==> src/rtl/pipeline_ctrl.sv <==
`default_nettype none
// ============================================================================
// Module   : pipeline_ctrl
// Purpose  : Stall/flush sequencer and fetch-redirect handshake for the
//            five-stage core, with stall and redirect performance counters.
// Revision : 1.0
// ============================================================================
module pipeline_ctrl #(
  parameter int XLEN = 64
) (
  input  logic            clk,
  input  logic            rst,
  input  logic            if_busy,
  input  logic            mem_busy,
  input  logic [4:0]      id_rs1,
  input  logic [4:0]      id_rs2,
  input  logic            id_use_rs1,
  input  logic            id_use_rs2,
  input  logic            ex_valid,
  input  logic            ex_is_load,
  input  logic [4:0]      ex_rd,
  input  logic            ex_redirect,
  input  logic [XLEN-1:0] ex_redirect_pc,
  output logic            pc_en,
  output logic            if_id_en,
  output logic            id_ex_en,
  output logic            ex_mem_en,
  output logic            mem_wb_en,
  output logic            if_id_flush,
  output logic            id_ex_flush,
  output logic            mem_wb_bubble,
  output logic            fetch_redirect,
  output logic [XLEN-1:0] fetch_redirect_pc,
  output logic            fetch_discard,
  output logic [31:0]     stall_cnt,
  output logic [31:0]     redirect_cnt
);

  typedef enum logic [0:0] {
    NORMAL  = 1'b0,
    DISCARD = 1'b1
  } state_e;

  state_e          state_q, state_d;
  logic [XLEN-1:0] redirect_pc_q, redirect_pc_d;
  logic [31:0]     stall_cnt_q, stall_cnt_d;
  logic [31:0]     redirect_cnt_q, redirect_cnt_d;
  logic            load_use;

  always_comb begin
    load_use = ex_valid && ex_is_load && (ex_rd != 5'd0) &&
               ((id_use_rs1 && (id_rs1 == ex_rd)) ||
                (id_use_rs2 && (id_rs2 == ex_rd)));
  end

  always_comb begin
    pc_en             = 1'b1;
    if_id_en          = 1'b1;
    id_ex_en          = 1'b1;
    ex_mem_en         = 1'b1;
    mem_wb_en         = 1'b1;
    if_id_flush       = 1'b0;
    id_ex_flush       = 1'b0;
    mem_wb_bubble     = 1'b0;
    fetch_redirect    = 1'b0;
    fetch_redirect_pc = redirect_pc_q;
    fetch_discard     = 1'b0;
    state_d           = state_q;
    redirect_pc_d     = redirect_pc_q;
    redirect_cnt_d    = redirect_cnt_q;

    if (rst) begin
      pc_en         = 1'b0;
      if_id_en      = 1'b0;
      id_ex_en      = 1'b0;
      ex_mem_en     = 1'b0;
      mem_wb_en     = 1'b0;
      if_id_flush   = 1'b1;
      id_ex_flush   = 1'b1;
      mem_wb_bubble = 1'b1;
      state_d       = NORMAL;
    end else if (state_q == DISCARD) begin
      // EX holds a bubble here, so only MEM back-pressure shapes the downstream.
      pc_en         = 1'b0;
      if_id_flush   = 1'b1;
      fetch_discard = if_busy;
      if (mem_busy) begin
        if_id_en      = 1'b0;
        id_ex_en      = 1'b0;
        ex_mem_en     = 1'b0;
        mem_wb_bubble = 1'b1;
      end
      if (!if_busy) begin
        fetch_redirect    = 1'b1;
        fetch_redirect_pc = redirect_pc_q;
        state_d           = NORMAL;
      end
    end else if (mem_busy) begin
      pc_en         = 1'b0;
      if_id_en      = 1'b0;
      id_ex_en      = 1'b0;
      ex_mem_en     = 1'b0;
      mem_wb_bubble = 1'b1;
    end else if (ex_valid && ex_redirect) begin
      if_id_flush    = 1'b1;
      id_ex_flush    = 1'b1;
      redirect_cnt_d = redirect_cnt_q + 32'd1;
      if (if_busy) begin
        redirect_pc_d = ex_redirect_pc;
        state_d       = DISCARD;
      end else begin
        fetch_redirect    = 1'b1;
        fetch_redirect_pc = ex_redirect_pc;
      end
    end else if (load_use) begin
      pc_en       = 1'b0;
      if_id_en    = 1'b0;
      id_ex_flush = 1'b1;
    end else if (if_busy) begin
      pc_en       = 1'b0;
      if_id_flush = 1'b1;
    end

    stall_cnt_d = stall_cnt_q + {31'd0, (!pc_en && !fetch_redirect)};
  end

  always_ff @(posedge clk or posedge rst) begin
    if (rst) begin
      state_q        <= NORMAL;
      redirect_pc_q  <= '0;
      stall_cnt_q    <= '0;
      redirect_cnt_q <= '0;
    end else begin
      state_q        <= state_d;
      redirect_pc_q  <= redirect_pc_d;
      stall_cnt_q    <= stall_cnt_d;
      redirect_cnt_q <= redirect_cnt_d;
    end
  end

  assign stall_cnt    = stall_cnt_q;
  assign redirect_cnt = redirect_cnt_q;

endmodule
`default_nettype wire

==> config.mk <==
export PLATFORM = sky130hd
export DESIGN_NAME = pipeline_ctrl
export DESIGN_NICKNAME = d
export VERILOG_FILES = /design/src/rtl/pipeline_ctrl.sv
export SDC_FILE = /design/constraint.sdc
export NUM_CORES = 1
export LEC_CHECK = 0
export CAP_MARGIN = 25
export CORE_MARGIN = 3
export CORE_UTILIZATION = 46
export DETAILED_ROUTE_END_ITERATION = 7
export PLACE_DENSITY = 0.83
export SKIP_LAST_GASP = 1
export SLEW_MARGIN = 30
export SYNTH_ARGS = -nofsm -noshare
export SYNTH_HDL_FRONTEND = slang
export SYNTH_SLANG_ARGS = --single-unit
==> constraint.sdc <==
create_clock -name clk -period 5.15 [get_ports clk]
set_clock_uncertainty 0.05 [all_clocks]
set_input_delay 0.7725 -clock clk [delete_from_list [all_inputs] [get_ports clk]]
set_output_delay 0.7725 -clock clk [all_outputs]
set_load 0.005 [all_outputs]
# [After elaboration in Yosys (flattened, before gate mapping)]
# Cells that the tools add are included.
# Widths: inputs -> output; s select.
[totals] wordCells=66 latchBits=0 register_bits=129 inputBits=88 romBits=0 output_inout_bits=138 n_memories=0 mem_bits_rw=0
[op_classes] magnitude_cmp=0 mux=42 eq_ne=2 n_bitwise=3 mul=0 n_div=0 shift=0 addsub=2 n_reduce_logical=13
[ops] operator="$mux 64" n=5
[ops] operator="$mux 1" n=37
[ops] operator="$add 32x1->32" n=1
[ops] operator="$add 32x1->32 const B" n=1
[ops] operator="$eq 5x5->1" n=2
[ops] operator="$logic_and 1x1->1" n=7
[ops] operator="$reduce_and 5->1" n=1
[ops] operator="$reduce_bool 5->1" n=1
[ops] operator="$reduce_and 4->1" n=1
[ops] operator="$not 1->1" n=3
[ops] operator="$logic_not 1->1" n=2
[ops] operator="$logic_or 1x1->1" n=1

# [Longest topological paths before layout]
[depth] ltp_word=12 mapped_depth=12 mapped_depth_nobuf=10

# [Worst setup path before layout]
# No wires, ideal clock.
[synth_timing] path_kind="input to output" startpoint="input rst" endpoint="output fetch_discard" path_stages=3 required_time_ps=4328 arrival_ps=4083 path_slack_ps=244 path_buffers=1 path_cell_list="buf_6 > inv_1 > and3_1"
[synth_between] elab_chain_cells=1
[synth_lines] item="start, declared" line_no="12" text="input logic rst,"
[synth_lines] item="$mux 1" line_no="72" text="if (rst) begin"
[synth_lines] item="end, declared" line_no="34" text="output logic fetch_discard,"
# Every way passes these cells.

# [Worst setup path after layout]
[layout_timing] startpoint="input rst" endpoint="output fetch_redirect_pc[8]"
[layout_between] elab_chain_cells=1
[layout_lines] item="$mux 64" line_no="72"
[layout_lines] item="end, declared" line_no="33" text="output logic [XLEN-1:0] fetch_redirect_pc,"
# Every way passes these cells.

==> results.toml <==
[outcome]
outcome = "finished clean"

[global_route]
total_routing_usage_reported_by_global_routing = 0.213
grt.overflow.total = 0
grt_pass1_wl_um = 27000
first_global_vias = 5201
grt_antenna_before_repair = 0
grt_start_max_net_pins = 65

[min_path]
min_delay_worst_endpoint = "stall_cnt[31]"
worstHoldPathType = "reg2reg"
worst_hold_path.num_cells = 1
timing.hold.worst.start = "stall_cnt[31]"

[timing]
grt_setup_unrepaired = "no"
slew_headroom = 0.412
period_share = 0.800
fin_worst_hold_slack_ns = 0.418
slew_violations = 0
peak_freq_ghz = 0.243
worstMarginPinSlew_ns = 0.883
final.min_clock_period_ns = 4.12
finalHoldViolCount = 0
setup_total_negative_slack_ns = 0
setup_viol = 0

[place]
port_buffers = 225
post-place-cells = 896
placed_cell_area_um2 = 8810
finalWeightedCongestion = 0.859
detailed_place_hpwl_um = 11800

[synth]
synth_area_leaders = "dfrtp_1 (50%), mux2_2 (21%), xnor2_1 (7.2%), buf_6 (2.4%), xor2_1 (2.4%)"
synth_top_flop_cell = "dfrtp_1"
synth_area_um2 = 6480
synthesis.nets = 601
ys_async_rst_share = 1.00
synth-seq-area-share = 0.498
postSynthRegisterBits = 129
post-synth-top-count-cell = "dfrtp_1"
synth.avg_cell_area_um2 = 12.7
yosysWarnings = 0
post_synth_inst_count = 510
synth.top_cells.by_count = "dfrtp_1 (129), mux2_2 (120), xnor2_1 (53), nand2_1 (25), nand3_1 (24)"
synth_top_area_share = 0.498
yosysUniqueCellTypes = 46
synth_edf_count = 0
leading_area_contributor_after_synthesis = "dfrtp_1"

[pwr]
p_seq_frac = 0.408
internal_power_mw = 2.40
p_per_area_nw_per_um2 = 338
power.combinational.fraction = 0.247
switchingPower_uw = 767
clockPowerShare = 0.345
leakage_nw = 3.95
max_ir_drop_vdd_uv = 230
switching_share = 0.242

[cells_and_area]
area.sequential_um2 = 3230
design_area_um2 = 9350
filler_cell_count = 940
antennaDiodeCount = 0
instances_no_fill = 924
multi_input_area_um2 = 3020
post_route_cells_drive_above_1_share = 0.230
area_growth_pct = 44.3
finalNetCount = 830

[cts]
cts_setup_buffers = 0
ctsRootBufferMaster = "clkbuf_16"
post_cts_resized = 0
clkTransAtPathRegs_ns = 0.05
number_of_sinks_on_the_clock_net = 129
clkLatencyLatePin_ns = 0.41
clockBufferDepth = 2
htree_levels = 4
tritoncts_clock_tree = "yes"
cts_hold_buffers = 0
numCtsBuffers = 17

[critical_path]
ff2ff_setup_slack_ns = 2.31
timing.rr.start = "state_q"
critical_path.reg2reg.endpoint = "stall_cnt[24]"
path_class = "in2out"
reg2reg_depth = 11
critical_path.endpoint_type = "output pin"
critPathLaunchType = "primary input"
cp_max_fo = 64
data_arrival_time_of_the_critical_path_ns = 3.30
worstPathRequired_ns = 4.33

[detailed_routing]
drt-pass1-iter-count = 6
vias = 4843
drcViolationCount = 0
totalWireLength_um = 16200
detailedRoute.firstIterationViolations = 242
number_of_nets_still_failing_antenna_checks_after_routing = 0
vias_per_cell = 5.24
drt-wirelength-per-cell_um = 17.5

[floorplan]
die_h_um = 125
design.core.area_um2 = 13500
floorplan.die_area_um2 = 15500
start_util = 0.480
fp.dieW_um = 125
fp-row-count = 42
pin_count = 226

[run]
max-cap-violations = 0
## stage by stage
| step | setup slack (ns) | total power [mW] | util |
|---|---|---|---|
| after detailed placement | 1.04 | 2.09 | 0.653 |
| after CTS | 1.03 | 3.20 | 0.692 |
| after floorplan | 0.244 | 1.61 | - |
| final | 1.03 | 3.16 | 0.692 |
| after global routing | 0.897 | 3.32 | 0.692 |
| after global placement | 1.10 | 2.06 | 0.653 |
## routing by layer
metal | global-route usage | share of wire
met1 | 0.264 | 0.42
met2 | 0.364 | 0.51
met3 | 0.0506 | 0.058
met4 | 0.0767 | 0.018
met5 | 0 | 0
## worst max-delay path by stage
stage | startpoint | end | slack (ns) | cells past startpoint
6_report | rst | fetch_redirect_pc[8] | 1.03 | 7
5_1_grt | rst | fetch_redirect_pc[42] | 0.90 | 7
4_1_cts | rst | fetch_redirect_pc[24] | 1.03 | 7
3_5_place_dp | rst | fetch_redirect_pc[24] | 1.04 | 7
3_3_place_gp | rst | fetch_redirect_pc[24] | 1.10 | 7
2_1_floorplan | rst | fetch_discard | 0.24 | 3
## registers in the layout, summed over array words and instances, names as in the netlist
name           flops
stall_cnt         32
state_q            1
redirect_pc_q     64
redirect_cnt      32
## area by class of cell
class / instances / area share
Sequential cell: 129 / 0.345
Inverter: 10 / 0.00428
Timing Repair Buffer: 230 / 0.246
Clock inverter: 7 / 0.00669
Clock buffer: 21 / 0.0503
Multi-Input combinational cell: 351 / 0.323
Tap cell: 176 / 0.0236
## placed cells by master, fill, tap and decap left out, types with 2 or more instances in the layout
cell type | Yosys | routed
mux2_1 | 8 | 8
and4_1 | 6 | 6
nand3_1 | 24 | 24
and3_1 | 4 | 4
inv_1 | 10 | 9
ha_1 | 3 | 3
dfrtp_1 | 129 | 129
nor3b_2 | 2 | 2
nand4_2 | 2 | 2
nor2_1 | 16 | 16
nand4_1 | 21 | 21
clkbuf_16 | 0 | 17
buf_4 | 1 | 4
nor3_1 | 15 | 15
nor4_1 | 4 | 4
mux2_2 | 120 | 120
a31oi_1 | 3 | 3
clkinv_2 | 0 | 5
nor3_4 | 2 | 2
xnor2_1 | 53 | 53
nand2_1 | 25 | 25
a21oi_1 | 2 | 2
o22ai_1 | 2 | 2
clkdlybuf4s50_1 | 0 | 225
xor2_1 | 18 | 18
clkbuf_8 | 0 | 3
## worst max-delay path, stage by stage
cell and delay (ns):
clkdlybuf4s50_1 0.64, nor3_4 0.36, nand3_2 0.17, nor2_4 0.14, buf_12 0.32, mux2_2 0.38
clkdlybuf4s50_1 0.46
## kinds of logic (layout without fill, tap and decap cells)
group / count (synthesis) / count (layout) / synth area share
AO/OA/AOI/OAI: 11 / 11 / 0.0122
XOR/XNOR: 71 / 71 / 0.0960
adder cells (fa/ha/maj): 3 / 3 / 0.00580
buffers and inverters: 30 / 268 / 0.0348
flip-flops: 129 / 129 / 0.498
multiplexers: 128 / 128 / 0.223
AND/OR/NAND/NOR: 138 / 138 / 0.130
## power by group through the flow
stage	Combinational, mW	Clock (mW)	Sequential, mW
after CTS	0.795	1.11	1.29
after detailed placement	0.788	0	1.30
final	0.782	1.09	1.29
after global placement	0.769	0	1.29
after floorplan	0.335	0	1.27
after global routing	0.844	1.16	1.31
Note: power is estimated with default switching activity, not from simulation.
